==> src/rtl/intra_blk_seq_pkg.sv <==
// Shared types and constants for the intra 4x4 block sequencer.
// Holds MB coordinate widths, block-count limits, watchdog width and the
// sequencer state encoding (intra_seq_*_s).
package intra_blk_seq_pkg;

  localparam int unsigned MB_X_BITS = 8;
  localparam int unsigned MB_Y_BITS = 8;
  localparam int unsigned BLK_BITS  = 5;
  localparam int unsigned WD_BITS   = 8;

  // Block 23 is the last Cr 4x4 block of a macroblock
  localparam logic [BLK_BITS-1:0] LAST_BLK = BLK_BITS'(23);
  localparam logic [WD_BITS-1:0]  WD_MAX   = WD_BITS'(255);

  typedef enum logic [2:0] {
    intra_seq_idle_s      = 3'd0,
    intra_seq_issue_s     = 3'd1,
    intra_seq_wait_pred_s = 3'd2,
    intra_seq_wait_res_s  = 3'd3,
    intra_seq_sum_s       = 3'd4,
    intra_seq_gap_s       = 3'd5
  } intra_seq_state_e;

  // True for the two states that wait on the predictor or residual path
  function automatic logic is_wait_state(input intra_seq_state_e s);
    return (s == intra_seq_wait_pred_s) || (s == intra_seq_wait_res_s);
  endfunction

endpackage

==> src/rtl/intra_mb_pos_cnt.sv <==
// Macroblock position counter: raster-scan mb_x/mb_y with picture wrap.
// Ports: clk, rst_n, ena (stall), advance (one MB finished),
//        pic_width_in_mbs_minus1 / pic_height_in_mbs_minus1 (picture size),
//        mb_x / mb_y (current MB), pic_done (pulse when the last MB wraps).
module intra_mb_pos_cnt
  import intra_blk_seq_pkg::*;
(
  input  logic                 clk,
  input  logic                 rst_n,
  input  logic                 ena,
  input  logic                 advance,
  input  logic [MB_X_BITS-1:0] pic_width_in_mbs_minus1,
  input  logic [MB_Y_BITS-1:0] pic_height_in_mbs_minus1,
  output logic [MB_X_BITS-1:0] mb_x,
  output logic [MB_Y_BITS-1:0] mb_y,
  output logic                 pic_done
);

  // Raster advance; pic_done is a single enabled-cycle pulse
  always_ff @(posedge clk or negedge rst_n) begin
    if (!rst_n) begin
      mb_x     <= '0;
      mb_y     <= '0;
      pic_done <= 1'b0;
    end else if (ena) begin
      pic_done <= 1'b0;
      if (advance) begin
        if (mb_x == pic_width_in_mbs_minus1) begin
          mb_x <= '0;
          if (mb_y == pic_height_in_mbs_minus1) begin
            mb_y     <= '0;
            pic_done <= 1'b1;
          end else begin
            mb_y <= mb_y + MB_Y_BITS'(1);
          end
        end else begin
          mb_x <= mb_x + MB_X_BITS'(1);
        end
      end
    end
  end

endmodule

==> src/rtl/intra_blk_seq.sv <==
// Intra macroblock sequencer: walks 24 4x4 blocks (16 luma, 4 Cb, 4 Cr),
// handshaking each with the intra predictor (start/valid) and the residual
// path (residual_valid), then strobes sum_valid for reconstruction.
// Ports: clk, rst_n, ena (global stall), mb_start, picture size in MBs,
//        valid, residual_valid -> start, blk4x4_counter, sum_valid,
//        mb_x, mb_y, mb_done, pic_done, timeout (watchdog build only).
// Build option: INTRA_SEQ_WATCHDOG_EN adds a 255-cycle wait watchdog that
// sets a sticky timeout and returns the FSM to idle.
module intra_blk_seq
  import intra_blk_seq_pkg::*;
(
  input  logic                 clk,
  input  logic                 rst_n,
  input  logic                 ena,
  input  logic                 mb_start,
  input  logic [MB_X_BITS-1:0] pic_width_in_mbs_minus1,
  input  logic [MB_Y_BITS-1:0] pic_height_in_mbs_minus1,
  input  logic                 valid,
  input  logic                 residual_valid,
  output logic                 start,
  output logic [BLK_BITS-1:0]  blk4x4_counter,
  output logic                 sum_valid,
  output logic [MB_X_BITS-1:0] mb_x,
  output logic [MB_Y_BITS-1:0] mb_y,
  output logic                 mb_done,
`ifdef INTRA_SEQ_WATCHDOG_EN
  output logic                 timeout,
`endif
  output logic                 pic_done
);

  intra_seq_state_e      state, state_nxt;
  logic [BLK_BITS-1:0]   blk_nxt;
  logic                  start_nxt, sum_valid_nxt, mb_done_nxt;
  logic                  advance;
`ifdef INTRA_SEQ_WATCHDOG_EN
  logic [WD_BITS-1:0]    wd_cnt, wd_nxt;
  logic                  timeout_nxt;
`endif

  // State and registered outputs; everything holds while ena is low
  always_ff @(posedge clk or negedge rst_n) begin
    if (!rst_n) begin
      state          <= intra_seq_idle_s;
      blk4x4_counter <= '0;
      start          <= 1'b0;
      sum_valid      <= 1'b0;
      mb_done        <= 1'b0;
`ifdef INTRA_SEQ_WATCHDOG_EN
      wd_cnt         <= '0;
      timeout        <= 1'b0;
`endif
    end else if (ena) begin
      state          <= state_nxt;
      blk4x4_counter <= blk_nxt;
      start          <= start_nxt;
      sum_valid      <= sum_valid_nxt;
      mb_done        <= mb_done_nxt;
`ifdef INTRA_SEQ_WATCHDOG_EN
      wd_cnt         <= wd_nxt;
      timeout        <= timeout_nxt;
`endif
    end
  end

  // Next state; start/sum_valid are registered images of the next state
  always_comb begin
    state_nxt   = state;
    blk_nxt     = blk4x4_counter;
    mb_done_nxt = 1'b0;
    advance     = 1'b0;
`ifdef INTRA_SEQ_WATCHDOG_EN
    wd_nxt      = wd_cnt;
    timeout_nxt = timeout;
`endif

    case (state)
      intra_seq_idle_s: begin
        if (mb_start) begin
          blk_nxt   = '0;
          state_nxt = intra_seq_issue_s;
        end
      end
      intra_seq_issue_s:     state_nxt = intra_seq_wait_pred_s;
      intra_seq_wait_pred_s: if (valid) state_nxt = intra_seq_wait_res_s;
      intra_seq_wait_res_s:  if (residual_valid) state_nxt = intra_seq_sum_s;
      intra_seq_sum_s:       state_nxt = intra_seq_gap_s;
      intra_seq_gap_s: begin
        if (blk4x4_counter == LAST_BLK) begin
          mb_done_nxt = 1'b1;
          advance     = 1'b1;
          state_nxt   = intra_seq_idle_s;
        end else begin
          blk_nxt   = blk4x4_counter + BLK_BITS'(1);
          state_nxt = intra_seq_issue_s;
        end
      end
      default: state_nxt = intra_seq_idle_s;
    endcase

`ifdef INTRA_SEQ_WATCHDOG_EN
    // Restart the count on entry to a wait state, count while staying
    if (is_wait_state(state_nxt) && (state_nxt != state)) begin
      wd_nxt = '0;
    end else if (is_wait_state(state)) begin
      wd_nxt = wd_cnt + WD_BITS'(1);
    end
    // A handshake arriving on the limit cycle still wins over the timeout
    if (is_wait_state(state) && (state_nxt == state) && (wd_cnt == WD_MAX)) begin
      timeout_nxt = 1'b1;
      state_nxt   = intra_seq_idle_s;
    end
`endif

    start_nxt     = (state_nxt == intra_seq_issue_s);
    sum_valid_nxt = (state_nxt == intra_seq_sum_s);
  end

  intra_mb_pos_cnt u_mb_pos_cnt (
    .clk                      (clk),
    .rst_n                    (rst_n),
    .ena                      (ena),
    .advance                  (advance),
    .pic_width_in_mbs_minus1  (pic_width_in_mbs_minus1),
    .pic_height_in_mbs_minus1 (pic_height_in_mbs_minus1),
    .mb_x                     (mb_x),
    .mb_y                     (mb_y),
    .pic_done                 (pic_done)
  );

endmodule

==> config.mk <==
export PLATFORM = sky130hd
export DESIGN_NAME = intra_blk_seq
export DESIGN_NICKNAME = d
export VERILOG_FILES = /design/src/rtl/intra_blk_seq_pkg.sv /design/src/rtl/intra_mb_pos_cnt.sv /design/src/rtl/intra_blk_seq.sv
export SDC_FILE = /design/constraint.sdc
export NUM_CORES = 1
export LEC_CHECK = 0
export ABC_CLOCK_PERIOD_IN_PS = 3300
export CORE_UTILIZATION = 49
export CTS_CLUSTER_SIZE = 20
export DETAILED_ROUTE_END_ITERATION = 10
export PLACE_DENSITY = 0.88
export SLEW_MARGIN = 10
export SYNTH_ARGS = -nofsm -noshare
export SYNTH_HDL_FRONTEND = slang
export SYNTH_SLANG_ARGS = --single-unit
==> constraint.sdc <==
create_clock -name clk -period 3.3 [get_ports clk]
set_input_delay 0.66 -clock clk [delete_from_list [all_inputs] [get_ports clk]]
set_output_delay 0.66 -clock clk [all_outputs]
set_load 0.02 [all_outputs]
# Word-level counts from Yosys, hierarchy flattened
# Cells that the tools add are included.
totals:
  register_bits: 28
  latch_bits: 0
  mem_bits_rw: 0
  romBits: 0
  out_inout_bits: 25
  memories: 0
op_classes:
  addsub: 3
  multipliers: 0
  div_mod_pow: 0
  n_lt_le_gt_ge: 0
  eq_ne: 12
  n_shift: 0
  muxes: 15
  bitwise_logic: 0
  reduce_logical: 5
ops:
  columns: ["op", "n"]
  rows:
  - ["3-bit one-hot mux with 6 select lines", 1]
  - ["8-bit by 1-bit adder with 8-bit output, second input constant", 2]
  - ["8-bit equality test", 2]
  - ["8-bit 2-to-1 mux", 2]
  - ["5-bit 2-to-1 mux", 2]
  - ["5-bit one-hot mux with 2 select lines", 1]
  - ["3-bit equality test, second input constant", 3]
  - ["3-bit 2-to-1 mux", 3]
  - ["3-bit by 1-bit equality test with 1-bit output, second input constant", 2]
  - ["3-bit by 2-bit equality test with 1-bit output, second input constant", 2]
  - ["1-bit 2-to-1 mux", 6]
  - ["5-bit by 1-bit adder with 5-bit output, second input constant", 1]
  - ["5-bit equality test, second input constant", 1]
  - ["2-bit inequality test, second input constant", 2]
  - ["4-bit AND reduction", 1]
  - ["3-bit logical NOT", 1]
  - ["3-bit AND reduction", 1]
  - ["2-bit AND reduction", 1]
  - ["2-bit nonzero test", 1]

# Depth between registers and ports, before layout
# Gate-level depths: netlist of run 1.
logic_depth:
  word_depth: 4
  mapped_depth: 7
  depth_no_buf: 6

# Hierarchy
# A second synthesis of run 1 with hierarchy kept.
unflattened:
  cells_unflattened: 172
  hier_area_um2: 1676.6
by_module_without_submodules:
  columns: ["module", "n_inst", "cells_each", "area_per_inst_um2", "seq_area_each_um2"]
  rows:
  - ["intra_mb_pos_cnt", 1, 110, 1061.0, 425.4]
  - ["intra_blk_seq", 1, 62, 615.6, 275.3]

# Worst setup path after synthesis of run 1
# No wires, ideal clock.
synth_timing:
  kind: "input to register"
  start: "in pic_width_in_mbs_minus1[5]"
  end: "reg u_mb_pos_cnt.mb_y[5]"
  arrival_ps: 1719
  t_required_ps: 3165
  slack_ps: 1446
  stages: 5
  n_path_buf: 0
  path_cell_list: "xor2_1 -> nor4_2 -> nand3_1 -> o21ai_0 -> o31ai_2"
synth_between:
  elab_chain_cells: 2
synth_rtl:
  columns: ["element", "line_no", "text"]
  rows:
  - ["start: declaration", "intra_blk_seq.sv:16", "input logic [MB_X_BITS-1:0] pic_width_in_mbs_minus1,"]
  - ["8-bit equality test", "intra_mb_pos_cnt.sv:28", "if (mb_x == pic_width_in_mbs_minus1) begin"]
  - ["3-bit AND reduction (no line)", null, null]
  - ["end signal: assignment", "intra_mb_pos_cnt.sv:34", "mb_y <= mb_y + MB_Y_BITS'(1);"]
  - ["end: declaration", "intra_mb_pos_cnt.sv:15", "output logic [MB_Y_BITS-1:0] mb_y,"]
# No other way between the ends.
# A chain may end at the register's enable or synchronous reset.

# Worst setup path in the final report of run 1
layout_timing:
  start: "in ena"
  end: "reg u_mb_pos_cnt.mb_y[5]"
layout_between:
  elab_chain_cells: 1
layout_rtl:
  columns: ["element", "line_no", "text"]
  rows:
  - ["start: declaration", "intra_blk_seq.sv:14", "input logic ena,"]
  - ["3-bit AND reduction (no line)", null, null]
# No other way between the ends.

==> results of run 1 <==
area by class of cell:
type / instances / area [um^2] / area share, %
Sequential cell: 28 / 701 / 33.1
Multi-Input combinational cell: 129 / 831 / 39.2
Tap cell: 44 / 55.1 / 2.60
Inverter: 5 / 18.8 / 0.887
Clock buffer: 4 / 36.3 / 1.71
Timing Repair Buffer: 48 / 475 / 22.5
how the worst max path moves through the flow:
stage | cells after the start | endpoint | from | slack (ps)
finish | 7 | u_mb_pos_cnt.mb_y[5]$_DFFE_PN0P_ | ena | 1040
global route | 7 | u_mb_pos_cnt.mb_y[5]$_DFFE_PN0P_ | ena | 820
CTS | 7 | u_mb_pos_cnt.mb_y[5]$_DFFE_PN0P_ | ena | 1050
detailed placement | 7 | u_mb_pos_cnt.mb_y[5]$_DFFE_PN0P_ | ena | 690
global placement | 7 | u_mb_pos_cnt.mb_y[5]$_DFFE_PN0P_ | ena | 770
floorplan | 5 | u_mb_pos_cnt.mb_y[5]$_DFFE_PN0P_ | pic_width_in_mbs_minus1[5] | 1450
state kept, by name, indices dropped and copies added (netlist names):
register	count
state	3
start	1
blk4x4_counter	5
u_mb_pos_cnt.mb_x	8
u_mb_pos_cnt.mb_y	8
u_mb_pos_cnt.pic_done	1
sum_valid	1
mb_done	1
power groups by stage:
stage,combinational [mW],clock (mW),sequential (mW)
4_1_cts,0.227,0.168,0.430
2_1_floorplan,0.112,0,0.445
3_5_place_dp,0.224,0,0.436
6_report,0.224,0.164,0.433
3_3_place_gp,0.217,0,0.434
5_1_grt,0.246,0.184,0.438
metrics by stage:
stage               util (%)  hold WS, ps  setup slack, ps  cell area, um^2  instances
floorplan                  -          364             1450             1580        167
CTS                     69.3          544             1050             2120        258
global placement        68.2          504              769             2080        254
global route            69.3          556              816             2120        258
detailed placement      68.2          508              687             2080        254
finish                  69.3          534             1040             2120        258
cell usage after synthesis (all sizes together) (3+ instances only):
| master | instances |
|---|---|
| a21oi | 12 |
| and3 | 3 |
| buf | 3 |
| dfrtp | 28 |
| ha | 3 |
| inv | 5 |
| nand2 | 17 |
| nand3 | 8 |
| nand4 | 4 |
| nand4b | 4 |
| nor2 | 16 |
| nor3 | 4 |
| nor4 | 4 |
| o21ai | 11 |
| xor2 | 23 |
metal layers:
| metal | routed length (um) | share of wire (%) |
|---|---|---|
| met1 | 1490 | 42 |
| met2 | 1790 | 51 |
| met3 | 192 | 5.5 |
| met4 | 49 | 1.4 |
| met5 | 0 | 0 |
kinds of logic after synthesis:
group,Yosys count,synth area share (%)
XOR/XNOR,23,12.8
AND/OR/NAND/NOR,68,23.6
AO/OA/AOI/OAI,32,11.9
buffers and inverters,10,2.78
flip-flops,28,44.5
adder cells (fa/ha/maj),3,2.38
multiplexers,3,2.07
==> flow_summary.toml, run 1 <==
[detailed_routing]
ant_nets = 0
vias = 1406
first_pass_iters = 4
drcViolationCount = 0
drt_iter0_markers = 54
drt-vias-per-instance = 5.45
wl_per_cell_um = 13.6
postRouteWirelength_mm = 3.52

[worst_setup_path]
cp_max_fo = 12
crit_slowest_cell = "clkdlybuf4s50_1"
criticalPathCategory = "input port to flop"
path_cells = "clkdlybuf4s50_1 > buf_4 > nand4b_1 > nor2_1 > and3_1 > nand2_2 > o31ai_2"
critical_path_arrival_ps = 2520
r2r-end = "u_mb_pos_cnt.mb_y[5]$_DFFE_PN0P_"
startpoint_type = "input port"
required_ps = 3560
ff2ff_setup_slack_ps = 1330
critPathTopFamily = "simple AND/OR/NAND/NOR gates"
rr_startpoint = "u_mb_pos_cnt.mb_x[4]$_DFFE_PN0P_"
critPathMaxStageDelay_ps = 450
end_kind = "flop"
path_buf_inv = 2
reg2reg_depth = 5

[cells_and_area]
syn_to_final_growth_pct = 34.4
layout_commonest_cell = "clkdlybuf4s50_1"
fill_cells = 259
post_route_cells_drive_above_1_share_pct = 6.54
nets = 240
most-common-layout-cells = "clkdlybuf4s50_1 (46), dfrtp_1 (28), xor2_1 (23)"
antenna_cells = 0

[global_routing]
grt_antenna_before_repair = 0
use_met2_pct = 40.1
grt.met1_usage_pct = 30.5
gr-total-overflow = 0
top_usage_layer = "met2"
grt_pass1_wl_mm = 6.14
grt_pass1_vias = 1377
met3_usage_pct = 4.40
grt_max_degree = 29
grt_usage_pct = 23.5

[hold_path]
hold_path_end = "sum_valid$_DFFE_PN0P_"
min_path_type = "flop to flop"
hp-start = "sum_valid$_DFFE_PN0P_"
min_path_cells = 1

[timing]
grt_setup_unrepaired = "no"
max_slew.worst_pin.slew_ps = 501
timing.fmax_mhz = 442
hold_viol = 0
fin_crit_sh_pct = 68.5
maxSlewViolCount = 0
fin_crit_ps = 2260
finClkSkew_ps = 11.7
setup-tns-final_ps = 0
maxSlewHeadroom_pct = 66.4
setup_viol = 0

[power_and_ir_drop]
p_clk_share_pct = 20.0
total_power_uw = 821
internal_power_uw = 568
powerDensity_nw_per_um2 = 388
peakVddDrop_mv = 0.456
share_comb_of_total_power_pct = 27.3
switchingPower_uw = 253
swShare_pct = 30.8
power_leakage_nw = 0.931
pwr-share-seq_pct = 52.7

[clock_network]
cts_tree = "built"
ctsResizeCount = 0
clock_path_buffers = 2
insertion_delay_ps = 330
clock_sinks = 28
htree_levels = 1
clockRootBuffer = "clkbuf_4"
hold_buffers = 0
cts_setup_buffers = 0
cts_buffers = 3
clk_pin_slew_worst_paths_ps = 150

[synthesis]
ys_warn_count = 0
syn_inst = 167
synth_edf_count = 0
syn_nets = 192
ys_top_cells_by_area = "dfrtp_1 (44%), xor2_1 (13%), a21oi_1 (3.8%), nand2_1 (3.8%), nor2_1 (3.8%)"
ys_seq_area_share_pct = 44.5
yosys_register_bits = 28
async_reset_ff_share_pct = 100
ys.flop_type = "dfrtp_1"
syn-cell-area_um2 = 1580
syn_area_per_cell_um2 = 9.43
synth_largest_area_cell = "dfrtp_1"
netlist.area_leader.share_pct = 44.5
synth_cell_types = 35

[run_status]
status = "complete, no violations"

[run]
maxCapViolCount = 0

[placement]
hpwl_mm = 2.62
portBuffers = 46
place_congestion = 0.804

[die]
die_area_um2 = 3450
fp.dieW_um = 58.7
ios = 47
die_y_um = 58.7
core_um2 = 3050
start_util_pct = 51.6
rows = 20
No activity file was read; power rests on OpenSTA's default activity.
==> run 2: changes to the inputs <==
--- a/config.mk
+++ b/config.mk
@@ -5,11 +5,11 @@
 export SDC_FILE = /design/constraint.sdc
 export NUM_CORES = 1
 export LEC_CHECK = 0
-export ABC_CLOCK_PERIOD_IN_PS = 3300
-export CORE_UTILIZATION = 49
+export ABC_CLOCK_PERIOD_IN_PS = 2200
+export CORE_UTILIZATION = 47
 export CTS_CLUSTER_SIZE = 20
 export DETAILED_ROUTE_END_ITERATION = 10
-export PLACE_DENSITY = 0.88
+export PLACE_DENSITY = 0.85
 export SLEW_MARGIN = 10
 export SYNTH_ARGS = -nofsm -noshare
 export SYNTH_HDL_FRONTEND = slang
==> constraint.sdc (replaced) <==
create_clock -name clk -period 2.2 [get_ports clk]
set_input_delay 0.44 -clock clk [delete_from_list [all_inputs] [get_ports clk]]
set_output_delay 0.44 -clock clk [all_outputs]
set_load 0.02 [all_outputs]
==> run 2 against run 1 <==
  * Cell area rose by 2.5%
  * Core utilization barely moved
  * Critical endpoint is now mb_x[0]
  * Sequential power rose by 49%
  * Sequential cell count did not move
  * Combinational power rose by 52%
  * Global-route usage fell by 1.1 points
  * Register-to-register slack got worse by 900 ps
  * Die area rose by 4.1%
  * Via count rose by 2.4%
  * Count of clock-buffer cells in the layout did not move
  * Cell count rose by 2.7%
  * Largest power group unchanged
  * Non-clock buffer count rose by 7
==> flow_summary.toml, run 2 (synthesis gave the netlist of run 1 again) <==
[run_status]
status = "complete, no violations"

[timing]
max_slew.worst_pin.slew_ps = 351
timing.fmax_mhz = 510
setup_viol = 0
fin_crit_sh_pct = 89.0
hold_viol = 0
finClkSkew_ps = 17.8
setup-tns-final_ps = 0
maxSlewViolCount = 0
maxSlewHeadroom_pct = 76.6
grt_setup_unrepaired = "no"
fin_crit_ps = 1960

[placement]
portBuffers = 46
place_congestion = 0.849
place_area_um2 = 2130
hpwl_mm = 2.96

[worst_setup_path]
critPathTopFamily = "buffers and inverters"
crit_slowest_cell = "clkdlybuf4s50_1"
critical_path_arrival_ps = 1520
ff2ff_setup_slack_ps = 430
cp_max_fo = 8
required_ps = 1760
end_kind = "primary output"
cp_num_cells = 1
startpoint_type = "flop"
critPathLaunch = "u_mb_pos_cnt.mb_x[0]$_DFFE_PN0P_"
critPathMaxStageDelay_ps = 660
criticalPathCategory = "flop to primary output"
rr_startpoint = "blk4x4_counter[0]$_DFFE_PN0P_"
path_cells = "clkdlybuf4s50_1"
r2r-end = "u_mb_pos_cnt.mb_y[6]$_DFFE_PN0P_"
path_buf_inv = 1
critPathCapture = "mb_x[0]"
reg2reg_depth = 7

[power_and_ir_drop]
total_power_mw = 1.24
p_clk_share_pct = 20.4
swShare_pct = 31.0
pwr-share-seq_pct = 52.1
power_leakage_nw = 0.965
share_comb_of_total_power_pct = 27.5
powerDensity_nw_per_um2 = 572
internal_power_uw = 856
peakVddDrop_mv = 0.562
switchingPower_uw = 385

[cells_and_area]
finalInstanceArea_um2 = 2170
syn_to_final_growth_pct = 37.7
most-common-layout-cells = "clkdlybuf4s50_1 (46), dfrtp_1 (28), xor2_1 (23)"
layout_commonest_cell = "clkdlybuf4s50_1"
post_route_cells_drive_above_1_share_pct = 9.50
nets = 247
antenna_cells = 0
reg_top3 = "u_mb_pos_cnt.mb_x x8, u_mb_pos_cnt.mb_y x8, blk4x4_counter x5"

[clock_network]
htree_levels = 1
cts_buffers = 3
cts_tree = "built"
clockRootBuffer = "clkbuf_4"
insertion_delay_ps = 340
ctsResizeCount = 0
hold_buffers = 0
clock_path_buffers = 2
cts_setup_buffers = 0
clock_sinks = 28
clk_pin_slew_worst_paths_ps = 160

[detailed_routing]
wl_per_cell_um = 14.4
first_pass_iters = 4
ant_nets = 0
drt-vias-per-instance = 5.43
drt_iter0_markers = 76
postRouteWirelength_mm = 3.82
drcViolationCount = 0
vias = 1440

[global_routing]
grt_pass1_wl_mm = 5.95
grt_antenna_before_repair = 0
gr-total-overflow = 0
grt_pass1_vias = 1387
grt_usage_pct = 22.5
grt_max_degree = 29

[die]
rows = 20
ios = 47
start_util_pct = 50.4
die_area_um2 = 3590
die_y_um = 59.9
fp.dieW_um = 59.9
core_um2 = 3130

[run]
maxCapViolCount = 0

[hold_path]
min_path_type = "input port to async pin"
[run 2: cell types whose count changed in the layout (fill, tap and decap cells not counted), sizes merged]
cell / before / now
buf: 2 / 9
[run 2: stage by stage]
| stage | cells | hold WS, ps | setup slack, ps | util [%] |
|---|---|---|---|---|
| final | 265 | 483 | 241 | 69.4 |
| after global routing | 265 | 472 | 167 | 69.4 |
| after CTS | 265 | 491 | 256 | 69.4 |
| after detailed placement | 261 | 507 | 59.2 | 68.2 |
| after global placement | 261 | 493 | 150 | 68.2 |
| after floorplan | 167 | 144 | 430 | - |
[run 2: power groups by stage]
stage               combinational (mW)  clock, mW  sequential (mW)
floorplan                        0.169          0            0.667
global placement                 0.328          0            0.649
detailed placement               0.344          0            0.654
CTS                              0.346      0.258            0.645
global route                     0.367      0.291            0.658
finish                           0.341      0.253            0.646
[run 2: metal layers]
metal  share of wire (%)  global-route usage [%]
met5                   0                       0
met1                  41                    26.4
met4                 1.5                    9.97
met3                 4.1                    4.55
met2                  53                    39.4
[run 2: worst min-delay path by stage]
| stage | from | to | cells past startpoint |
|---|---|---|---|
| finish | rst_n | mb_done$_DFFE_PN0P_ | 2 |
| detailed placement | sum_valid$_DFFE_PN0P_ | sum_valid$_DFFE_PN0P_ | 1 |
| CTS | rst_n | mb_done$_DFFE_PN0P_ | 2 |
| floorplan | rst_n | blk4x4_counter[0]$_DFFE_PN0P_ | 0 |
| global route | rst_n | mb_done$_DFFE_PN0P_ | 2 |
| global placement | sum_valid$_DFFE_PN0P_ | sum_valid$_DFFE_PN0P_ | 1 |
[run 2: cell type report]
cell class / instances / area, um^2
clock buffers: 4 / 36.3
fillers: 247 / 958
repair buffers: 55 / 528
flip-flops and latches: 28 / 701
inverters: 5 / 18.8
well taps: 44 / 55.1
multi-input cells: 129 / 831
